**src/rtl/sim_run_monitor.sv**
```systemverilog
// Simulation run monitor: starts a run on en, counts cycles and retires, stops on
// halt or timeout, drains the pipe, then streams PC and register file out under freeze.
module sim_run_monitor #(
    parameter int          XLEN           = 32,
    parameter int          NREGS          = 32,
    parameter int          TIMEOUT_CYCLES = 250,
    parameter logic [31:0] HALT_INSTR     = 32'h00100073,
    parameter int          DRAIN_CYCLES   = 2,
    parameter int          CNT_W          = 32
) (
    input  logic                       clk,
    input  logic                       rst,
    input  logic                       en,
    input  logic [31:0]                instr_m,
    input  logic                       instr_valid_m,
    input  logic [XLEN-1:0]            pc_f,
    output logic [$clog2(NREGS)-1:0]   rf_raddr,
    input  logic [XLEN-1:0]            rf_rdata,
    output logic                       dump_valid,
    input  logic                       dump_ready,
    output logic [$clog2(NREGS+1)-1:0] dump_idx,
    output logic [XLEN-1:0]            dump_data,
    output logic                       freeze,
    output logic [CNT_W-1:0]           cycle_count,
    output logic [CNT_W-1:0]           retired_count,
    output logic                       halted,
    output logic                       timed_out,
    output logic                       done
);
    localparam int AW = $clog2(NREGS);
    localparam int IW = $clog2(NREGS + 1);
    localparam logic [CNT_W-1:0] TO_LAST    = CNT_W'(TIMEOUT_CYCLES - 1);
    localparam logic [IW-1:0]    LAST_BEAT  = IW'(NREGS);
    localparam logic [7:0]       DRAIN_LAST = 8'(DRAIN_CYCLES - 1);

    typedef enum logic [2:0] {S_IDLE, S_RUN, S_DRAIN, S_DUMP, S_DONE} state_t;

    state_t           state_q, state_d;
    logic [CNT_W-1:0] cycle_q, cycle_d, ret_q, ret_d;
    logic             halted_q, halted_d, to_q, to_d;
    logic [7:0]       drain_q, drain_d;
    logic [XLEN-1:0]  pc_q, pc_d;
    logic [IW-1:0]    idx_q, idx_d;
    logic [AW-1:0]    raddr_q, raddr_d;
    logic             dump_valid_q, dump_valid_d, freeze_q, freeze_d, done_q, done_d;
    logic             halt_hit, to_hit;

    always_comb begin
        state_d  = state_q;
        cycle_d  = cycle_q;
        ret_d    = ret_q;
        halted_d = halted_q;
        to_d     = to_q;
        drain_d  = drain_q;
        pc_d     = pc_q;
        idx_d    = idx_q;
        halt_hit = instr_valid_m && (instr_m == HALT_INSTR);
        to_hit   = (TIMEOUT_CYCLES != 0) && (cycle_q == TO_LAST);

        if ((state_q == S_RUN || state_q == S_DRAIN) && instr_valid_m)
            ret_d = ret_q + 1'b1;

        case (state_q)
            S_IDLE: if (en) begin
                state_d  = S_RUN;
                cycle_d  = '0;
                ret_d    = '0;
                halted_d = 1'b0;
                to_d     = 1'b0;
                idx_d    = '0;
            end
            S_RUN: begin
                if (cycle_q != '1)
                    cycle_d = cycle_q + 1'b1;
                // a halt retiring on the timeout cycle is reported as a halt
                if (halt_hit || to_hit) begin
                    state_d  = S_DRAIN;
                    drain_d  = '0;
                    halted_d = halt_hit;
                    to_d     = !halt_hit;
                end
            end
            S_DRAIN: begin
                drain_d = drain_q + 8'd1;
                if (drain_q == DRAIN_LAST) begin
                    state_d = S_DUMP;
                    pc_d    = pc_f;
                    idx_d   = '0;
                end
            end
            S_DUMP: if (dump_ready) begin
                if (idx_q == LAST_BEAT) state_d = S_DONE;
                else                    idx_d   = idx_q + 1'b1;
            end
            S_DONE: if (!en) state_d = S_IDLE;
            default: state_d = S_IDLE;
        endcase

        dump_valid_d = (state_d == S_DUMP);
        freeze_d     = (state_d == S_DUMP) || (state_d == S_DONE);
        done_d       = (state_d == S_DONE);
        // beat k reads register k-1; beat 0 is the captured PC
        raddr_d      = (state_d == S_DUMP && idx_d != '0) ? AW'(idx_d - 1'b1) : '0;
    end

    always_ff @(posedge clk or posedge rst) begin
        if (rst) begin
            state_q      <= S_IDLE;
            cycle_q      <= '0;
            ret_q        <= '0;
            halted_q     <= 1'b0;
            to_q         <= 1'b0;
            drain_q      <= '0;
            pc_q         <= '0;
            idx_q        <= '0;
            raddr_q      <= '0;
            dump_valid_q <= 1'b0;
            freeze_q     <= 1'b0;
            done_q       <= 1'b0;
        end else begin
            state_q      <= state_d;
            cycle_q      <= cycle_d;
            ret_q        <= ret_d;
            halted_q     <= halted_d;
            to_q         <= to_d;
            drain_q      <= drain_d;
            pc_q         <= pc_d;
            idx_q        <= idx_d;
            raddr_q      <= raddr_d;
            dump_valid_q <= dump_valid_d;
            freeze_q     <= freeze_d;
            done_q       <= done_d;
        end
    end

    assign rf_raddr      = raddr_q;
    assign dump_valid    = dump_valid_q;
    assign dump_idx      = idx_q;
    assign dump_data     = (idx_q == '0) ? pc_q : rf_rdata;
    assign freeze        = freeze_q;
    assign cycle_count   = cycle_q;
    assign retired_count = ret_q;
    assign halted        = halted_q;
    assign timed_out     = to_q;
    assign done          = done_q;
endmodule

```
**config.mk**
```make
export PLATFORM = sky130hd
export DESIGN_NAME = sim_run_monitor
export DESIGN_NICKNAME = d
export VERILOG_FILES = /design/src/rtl/sim_run_monitor.sv
export SDC_FILE = /design/constraint.sdc
export NUM_CORES = 1
export LEC_CHECK = 0
export CORE_MARGIN = 5
export CORE_UTILIZATION = 48
export CTS_BUF_LIST = sky130_fd_sc_hd__clkbuf_8
export DETAILED_ROUTE_END_ITERATION = 8
export MAX_ROUTING_LAYER = met4
export PLACE_DENSITY = 0.83
export SLEW_MARGIN = 20
export SYNTH_ARGS = -nofsm -noshare
export SYNTH_HDL_FRONTEND = slang
export SYNTH_SLANG_ARGS = --single-unit
```
**constraint.sdc**
```tcl
create_clock -name clk -period 4.95 [get_ports clk]
set_input_delay 0.99 -clock clk [delete_from_list [all_inputs] [get_ports clk]]
set_output_delay 0.99 -clock clk [all_outputs]
set_load 0.03 [all_outputs]
```
Word level (Yosys, flattened, before mapping)
Cells that the tools add are included.
Operators by class
  add/sub/neg operators: 5
  reductions and logical operators: 16
  muxes and demuxes: 27
  equality and inequality tests: 14
Operators with widths (number)
  $mux W32: 6
  $add A32 B1 Y32 const B: 2
  $pmux W32 S2: 1
  $eq A32 B21 Y1 const B: 1
  $eq A32 B8 Y1 const B: 1
  $ne A32 B32 Y1 const B: 1
  $mux W6: 4
  $mux W3: 6
  $pmux W6 S3: 1
  $pmux W8 S2: 1
  $pmux W3 S5: 1
  $eq A3 B2 Y1 const B: 3
  $add A8 B1 Y8 const B: 1
  $eq A8 B1 Y1 const B: 1
  $mux W8: 1
  $add A6 B1 Y6 const B: 1
  $eq A3 B3 Y1 const B: 2
  $eq A6 B6 Y1 const B: 1
  $logic_not A6 Y1: 1
  $reduce_and A3 Y1: 2
  $reduce_bool A6 Y1: 1
  $mux W5: 1
  $sub A5 B1 Y5 const B: 1
  $ne A2 B1 Y1 const B: 2
  other kinds (10): 19
Storage, ports and cells
  output and inout port bits: 112
  register bits: 123
  word-level logic and storage cells: 74
  input port bits: 101

Longest topological paths before layout
Gate-level depths: netlist (run 1).
  word-level depth: 8
  depth in mapped cells: 11
  mapped depth without buffers: 11

Worst setup path after synthesis (run 1)
OpenSTA, ideal clock, no wires.
  path type: register -> output
  start: register idx_q[0], in the netlist dump_idx[0]
  end: output dump_data[10]
  buffers on the path: 1
  path slack: 1.759 ns
  stages on the path, launching flop included: 7
  data arrival time: 2.201 ns
  required time: 3.960 ns
  cells stage by stage: dfrtp_1 inv_1 ha_1 or4b_4 nor2_1 buf_4 mux2_2
On the way
  longest elaborated chain between the ends: 2
Ends and longest elaborated chain
  start, declared: RTL line 43  | logic [IW-1:0] idx_q, idx_d;
  start signal, assigned: RTL line 128  | idx_q <= idx_d;
  $logic_not A6 Y1: RTL line 139  | assign dump_data = (idx_q == '0) ? pc_q : rf_rdata;
  $mux W32: RTL line 139
  end, declared: RTL line 22  | output logic [XLEN-1:0] dump_data,
Every way passes these cells.

Final worst setup path (run 1)
  start: register idx_q[0], in the netlist dump_idx[0]
  end: output dump_data[21]
The elaborated chain is that of the path after synthesis.

==> results.yml, run 1 <==
hold_path:
  hold_path.class: "reg2reg"
critical_path:
  crit_fanout: 32
  cp.required_ps: 3960
  setup.worst_path.start_class: "register"
  cp-end-kind: "output pin"
  crit_type: "reg2out"
  critPathArrivalTime_ps: 3160
drt:
  final_antenna_net_count: 0
  drc_errors: 0
  wire_per_inst_um: 17.6
  drt_iter0_markers: 349
  num_vias: 5716
  via_per_inst: 5.52
  wl_um: 18200
  drt-pass1-iter-count: 7
timing:
  hold_viol: 0
  finalSetupViolations: 0
  grt_setup_unrepaired: "false"
  worst_slew_pin_slew_ps: 920
  period_needed_ps: 4150
  period_share_pct: 83.9
  worst_slack_ps: 797
  relSlewSlack_pct: 38.7
  skew_ps: 11.6
  final_max_slew_viol_count: 0
  max_freq_ghz: 0.241
  tns_ps: 0
cts:
  cts_made_buffers: 17
  path_clk_slew_ps: 70
  h-tree-depth: 4
  cts_root_buffer: "clkbuf_8"
  cts_setup_buffers: 0
  clkSinkCount: 123
  cts.repair.resized: 0
  cts_tree: "built"
  postCtsHoldBufs: 0
  cts.path.max_buffers: 2
  clk_latency_ps: 430
die:
  num_io_pins: 213
  fp.dieH_um: 127
  initial_utilization_pct: 49.4
  dieWidth_um: 127
  die-area_um2: 16200
  core_um2: 13300
  rows: 42
synthesis:
  synthCells: 633
  yosys_warnings: 0
  yosys.area.top_type: "dfrtp_1"
  yosysSeqAreaShare_pct: 46.7
  ys_async_sr_fraction_pct: 100
  synth_area_um2: 6600
  yosys-top-cells-area: "dfrtp_1 (47%), mux2_2 (11%), nor2_1 (4.2%), xor2_1 (3.8%), xnor2_1 (3.3%)"
  synth_edf_count: 0
  synth_fp_nets: 743
  yosysTopAreaCellShare_pct: 46.7
  avgSynthCellArea_um2: 10.4
  netlist-cell-type-count: 68
  ys_ff_latch: 123
  synthFlopType: "dfrtp_1"
finish:
  areaGrowthSynthToFinish_pct: 39.6
  mostFrequentLayoutCells: "clkdlybuf4s50_1 (212), dfrtp_1 (123), nor2_1 (72)"
  nets: 956
  mostFrequentLayoutCell: "clkdlybuf4s50_1"
  antenna_cells: 0
  final_cell_area_um2: 9210
  drive_above_1_share_pct: 14.3
global_routing:
  grt_max_degree: 73
  grt_pass1_wl_um: 29700
  grt_antenna_before_repair: 0
  grt_usage_pct: 23.3
  grt_pass1_vias: 5965
  grt_overflow: 0
flow_run:
  timing.max_cap.violations: 0
placed_design:
  dp.final_hpwl_um: 13800
  port-buffer-count: 212
  routabilityCongestion: 0.863
  pre_cts_slack_ps: 1250
  dpl_cell_area_um2: 8850
status:
  status: "complete, no violations"
power:
  p_total_w: 0.00388
  leakagePower_nw: 3.87
  p_per_area_nw_per_um2: 421
  vdd_drop_max_v: 0.000387
metrics by stage:
| step | hold slack [ps] | utilization, % | std cells |
|---|---|---|---|
| after floorplan | 474 | - | 633 |
| after global placement | 490 | 66.3 | 1003 |
| after detailed placement | 489 | 66.3 | 1003 |
| after CTS | 513 | 69.0 | 1035 |
| after global routing | 525 | 69.0 | 1035 |
| final | 511 | 69.0 | 1035 |
registers in the layout, indices dropped and copies added (netlist names), 3 cells and up:
| name | cells |
|---|---|
| cycle_count | 32 |
| pc_q | 32 |
| retired_count | 32 |
| drain_q | 8 |
| dump_idx | 6 |
| rf_raddr | 5 |
| state_q | 3 |
cell type report:
| type | count | area, um^2 |
|---|---|---|
| clock buffer | 17 | 234 |
| clock inverter | 15 | 119 |
| fill | 1038 | 4140 |
| inverter | 21 | 81.3 |
| multi-input combinational | 466 | 3320 |
| sequential | 123 | 3080 |
| tap | 176 | 220 |
| timing repair buffer | 217 | 2160 |
cell families (layout without fill, tap and decap cells):
logic type	after synthesis	in the layout	synth area share [%]
XOR/XNOR	54	54	7.17
buffers and inverters	44	270	3.20
multiplexers	69	69	11.9
adder cells (fa/ha/maj)	9	9	1.71
flip-flops	123	123	46.7
AND/OR/NAND/NOR	283	283	23.8
AO/OA/AOI/OAI	51	51	5.58
worst max-delay path, cell delays in order (launching register included):
cell	delay, ps
dfrtp_1	410
inv_1	150
ha_1	180
or4b_4	500
nor2_2	110
buf_4	360
mux2_2	400
clkdlybuf4s50_1	610
Yosys cell counts, drive strengths merged (3+ instances only):
cell type and number:
a21oi 11, a31oi 3, and2 9, and3 15, and4 10, buf 10
clkbuf 13, dfrtp 123, ha 9, inv 21, mux2 65, mux2i 4
nand2 30, nand2b 3, nand3 41, nand4 25, nor2 74, nor2b 6
nor3 22, nor3b 3, nor4 15, nor4b 6, o21ai 20, o31ai 3
or3 13, xnor2 25, xor2 29
where the power goes:
part / internal (W) / total [W] / switching, W / leakage (nW)
sequential: 0.00121 / 0.00139 / 0.000186 / 1.63
combinational: 0.000786 / 0.00167 / 0.000887 / 2.03
clock: 0.000430 / 0.000814 / 0.000384 / 0.208
total: 0.00242 / 0.00388 / 0.00146 / 3.87
path summary, 6_finish.rpt:
kind | startpoint | to | slack [ps] | cells after the start
setup / recovery | dump_idx[0] | dump_data[21] | 800 | 7
hold / removal | pc_q[23] | pc_q[23] | 510 | 1
setup reg to reg | state_q[1] | rf_raddr[4] | 2190 | 9
hold reg to reg | pc_q[23] | pc_q[23] | 510 | 1
max in group asynchronous | rst | pc_q[30] | 2890 | 3
min in group asynchronous | rst | retired_count[30] | 1160 | 2
metal layers:
layer / wire [um] / track usage [%] / up-vias
met5: 0 / - / -
met4: 263 / 6.81 / 0
met3: 1320 / 6.39 / 25
met2: 9160 / 38.3 / 233
met1: 7500 / 28.4 / 2776
li1: - / - / 2682
(Power assumes the default switching activity.)
==> inputs of run 2 (changes only) <==
Settings changed: CORE_UTILIZATION 48 to 43, PLACE_DENSITY 0.83 to 0.78.
Clock period 4.95 ns to 3.7 ns, I/O delays scaled along.
==> run 2 against run 1 <==
  * Hold slack worse by 4.3 ps
  * Sequential cell count is the same
  * Via count decreased by 3.0%
  * Register-to-register slack lost 1300 ps
  * Sequential share of layout area shrank 0.28 points
  * Non-clock buffer count grew 2
  * Worst setup slack lost 620 ps
==> results.yml, run 2 (synthesized netlist as in run 1, its figures left out) <==
hold_path:
  min_from: "pc_q[22]"
  hold_path_end: "pc_q[22]"
  hold_path.class: "reg2reg"
  hold_depth: 1
cts:
  cts_tree: "built"
  path_clk_slew_ps: 70
  cts_setup_buffers: 0
  cts_made_buffers: 17
  h-tree-depth: 4
  cts.path.max_buffers: 2
  cts_root_buffer: "clkbuf_8"
  clk_latency_ps: 440
  clkSinkCount: 123
power:
  leakagePower_nw: 3.93
  p_per_area_nw_per_um2: 550
  vdd_drop_max_v: 0.000477
  p_total_w: 0.00511
critical_path:
  reg2reg_depth: 8
  crit_type: "reg2out"
  cp.required_ps: 2960
  crit_fanout: 32
  worst-r2r-setup-slack_ps: 930
  r2r-start: "state_q[2]"
  reg2reg_to: "rf_raddr[4]"
  critPathArrivalTime_ps: 2780
  setup.worst_path.start_class: "register"
  cp-end-kind: "output pin"
timing:
  relSlewSlack_pct: 47.0
  skew_ps: 9.72
  final_max_slew_viol_count: 0
  finalSetupViolations: 0
  worst_slew_pin_slew_ps: 793
  grt_setup_unrepaired: "false"
  period_share_pct: 95.2
  period_needed_ps: 3520
  max_freq_ghz: 0.284
  tns_ps: 0
  worst_slack_ps: 177
  hold_viol: 0
drt:
  drc_errors: 0
  wire_per_inst_um: 16.6
  drt-pass1-iter-count: 4
  num_vias: 5546
  drt_iter0_markers: 250
  wl_um: 17400
  via_per_inst: 5.29
  final_antenna_net_count: 0
global_routing:
  grt_usage_pct: 20.4
  grt_overflow: 0
  grt_max_degree: 65
  grt_pass1_wl_um: 28100
  grt_antenna_before_repair: 0
  grt_pass1_vias: 5608
placed_design:
  dpl_cell_area_um2: 8940
  routabilityCongestion: 0.837
  dp.final_hpwl_um: 13100
  pre_cts_slack_ps: 392
  port-buffer-count: 212
die:
  fp.dieH_um: 134
  initial_utilization_pct: 43.6
  dieWidth_um: 134
  rows: 45
  core_um2: 15100
  die-area_um2: 17900
  num_io_pins: 213
finish:
  final_cell_area_um2: 9290
  final_util_pct: 61.3
  mostFrequentLayoutCells: "clkdlybuf4s50_1 (180), dfrtp_1 (123), nor2_1 (72)"
  antenna_cells: 0
  drive_above_1_share_pct: 14.9
  mostFrequentLayoutCell: "clkdlybuf4s50_1"
  nets: 958
  areaGrowthSynthToFinish_pct: 40.7
flow_run:
  timing.max_cap.violations: 0
status:
  status: "complete, no violations"
-- run 2: power by group --
group | leakage (nW) | internal [W] | switching [W] | total, W
clock network | 0.200 | 0.000625 | 0.000544 | 0.00117
registers | 1.63 | 0.00162 | 0.000240 | 0.00186
logic | 2.10 | 0.000927 | 0.00116 | 0.00208
total | 3.93 | 0.00317 | 0.00194 | 0.00511
-- run 2: worst max-delay path, cell delays in order (launching register included) --
cell and delay (ps):
dfrtp_1 420, inv_1 140, ha_1 170, or4b_4 500, nor2_2 150, buf_12 210
mux2_2 370, dlygate4sd2_1 360
-- run 2: layout make-up --
type                       instances  area (um^2)
timing repair buffer             219         2180
tap                              188          235
multi-input combinational        466         3320
fill                            1256         5860
clock inverter                    13          128
sequential                       123         3080
clock buffer                      19          262
inverter                          21         82.6
-- run 2: routing by layer --
metal	global-route usage [%]	wire length, um	vias up
li1	-	-	2697
met1	25.2	7650	2632
met2	31.6	8330	190
met3	5.63	1030	27
met4	8.34	403	0
met5	-	0	-
-- run 2: metrics by stage --
stage / instances / hold slack (ps)
after floorplan: 633 / 474
after CTS: 1049 / 508
after global placement: 1017 / 495
after detailed placement: 1017 / 492
final: 1049 / 506
after global routing: 1049 / 531
-- run 2: what timing repair did --
action                                 CTS  global route
hold buffers                             0             0
setup endpoints to repair               32             0
endpoints found under the hold margin    0             0
resized for setup                       32             0
-- run 2: worst max-delay path by stage --
| stage | endpoint | slack (ps) | depth (start not counted) | from |
|---|---|---|---|---|
| final | dump_data[21] | 180 | 7 | dump_idx[0] |
| after global routing | dump_data[23] | 30 | 7 | dump_idx[1] |
| after CTS | dump_data[21] | 130 | 7 | dump_idx[0] |
| after detailed placement | dump_data[21] | 390 | 7 | dump_idx[0] |
| after global placement | dump_data[30] | 460 | 7 | dump_idx[0] |
| after floorplan | dump_data[10] | 760 | 6 | dump_idx[0] |
==> inputs of run 3 (changes only) <==
Settings changed: CORE_UTILIZATION 43 to 52, CTS_CLUSTER_SIZE from default to 24, PLACE_DENSITY 0.78 to 0.89.
Clock period 3.7 ns to 4.52 ns, I/O delays scaled along.
==> run 3 against run 2 <==
  * Global-route usage up 4.9 points
  * Sequential cell count unchanged
  * Count of clock-buffer cells in the layout unchanged
  * Die area down 16%
  * Via count up 3.9%
  * Worst setup slack better by 300 ps
  * Largest power group unchanged
  * Highest routed layer unchanged
==> results.yml, run 3 (synthesized netlist as in run 1, its figures left out) <==
cts:
  cts_tree: "built"
  postCtsHoldBufs: 0
  cts_made_buffers: 17
  clkSinkCount: 123
  cts.repair.resized: 0
  clk_latency_ps: 440
  h-tree-depth: 4
  cts_root_buffer: "clkbuf_8"
  cts.path.max_buffers: 2
  path_clk_slew_ps: 70
  cts_setup_buffers: 0
finish:
  areaGrowthSynthToFinish_pct: 39.8
  drive_above_1_share_pct: 14.3
  final_util_pct: 73.7
  mostFrequentLayoutCells: "clkdlybuf4s50_1 (212), dfrtp_1 (123), nor2_1 (72)"
  antenna_cells: 0
  mostFrequentLayoutCell: "clkdlybuf4s50_1"
  fillCellCount: 920
  nets: 955
  final_cell_area_um2: 9230
drt:
  top_layer_used: "met4"
  final_antenna_net_count: 0
  drt_iter0_markers: 458
  num_vias: 5765
  wl_um: 18000
  wl_met3_um: 1290
  drc_errors: 0
  via_per_inst: 5.60
  drt-pass1-iter-count: 5
  wl_met2_um: 9060
  wire_per_inst_um: 17.5
  wl_met1_um: 7340
timing:
  grt_setup_unrepaired: "false"
  max_freq_ghz: 0.248
  relSlewSlack_pct: 36.1
  hold_viol: 0
  period_share_pct: 89.3
  worst_slack_ps: 482
  period_needed_ps: 4040
  tns_ps: 0
  finalSetupViolations: 0
  skew_ps: 10.5
  worst_slew_pin_slew_ps: 958
  final_max_slew_viol_count: 0
die:
  rows: 41
  fp.dieH_um: 123
  die-area_um2: 15000
  core_um2: 12500
  initial_utilization_pct: 52.7
  num_io_pins: 213
  dieWidth_um: 123
critical_path:
  r2r-start: "state_q[1]"
  setup.worst_path.start_class: "register"
  cp.required_ps: 3620
  setup.worst_path.end: "dump_data[26]"
  reg2reg_depth: 6
  crit_fanout: 32
  cp-end-kind: "output pin"
  critPathArrivalTime_ps: 3130
  critPathLaunch: "dump_idx[0]"
  crit_type: "reg2out"
  reg2reg_to: "rf_raddr[3]"
  worst-r2r-setup-slack_ps: 1710
placed_design:
  pre_cts_slack_ps: 932
  port-buffer-count: 212
  dpl_cell_area_um2: 8850
  dp.final_hpwl_um: 13500
  routabilityCongestion: 0.929
global_routing:
  grt_pass1_vias: 5975
  grt_overflow: 0
  grt_max_degree: 78
  grt_antenna_before_repair: 0
  grt_usage_pct: 25.3
  grt_pass1_wl_um: 29300
flow_run:
  timing.max_cap.violations: 0
power:
  p_per_area_nw_per_um2: 463
  p_total_w: 0.00427
  vdd_drop_max_v: 0.000436
  leakagePower_nw: 3.87
hold_path:
  hold_path.class: "reg2reg"
status:
  status: "complete, no violations"
-- run 3: report_power, final --
group / internal (W) / switching (W)
clock: 0.000503 / 0.000417
combinational: 0.000861 / 0.000965
sequential: 0.00132 / 0.000206
-- run 3: critical path, cell delays in order (launching register included) --
cell and delay [ps]:
dfrtp_1 410, inv_1 140, ha_1 180, or4b_4 500, nor2_2 100, buf_4 360
mux2_2 380, clkdlybuf4s50_1 610
-- run 3: final cells by class --
cell class | count | area [um^2] | area share, %
timing repair buffer | 216 | 2160 | 23.5
clock inverter | 13 | 110 | 1.19
tap | 172 | 215 | 2.33
sequential | 123 | 3080 | 33.4
inverter | 21 | 81.3 | 0.881
clock buffer | 19 | 262 | 2.83
multi-input combinational | 466 | 3320 | 35.9
-- run 3: per-stage QoR --
step                hold slack, ps  std cells
finish                         506       1030
global route                   528       1030
CTS                            507       1030
detailed placement             493        998
global placement               489        998
floorplan                      474        633
-- run 3: worst min-delay path by stage --
stage	start	to	slack, ps	depth (start not counted)
finish	pc_q[27]	pc_q[27]	510	1
global route	pc_q[8]	pc_q[8]	530	1
CTS	pc_q[27]	pc_q[27]	510	1
detailed placement	pc_q[27]	pc_q[27]	490	1
global placement	pc_q[16]	pc_q[16]	490	1
floorplan	pc_q[0]	pc_q[0]	470	1
-- run 3: per-layer routing --
metal | track usage (%) | vias up
met1 | 30.6 | 2818
li1 | - | 2682
met3 | 6.13 | 28
met2 | 41.3 | 237
met4 | 9.03 | 0
met5 | - | -
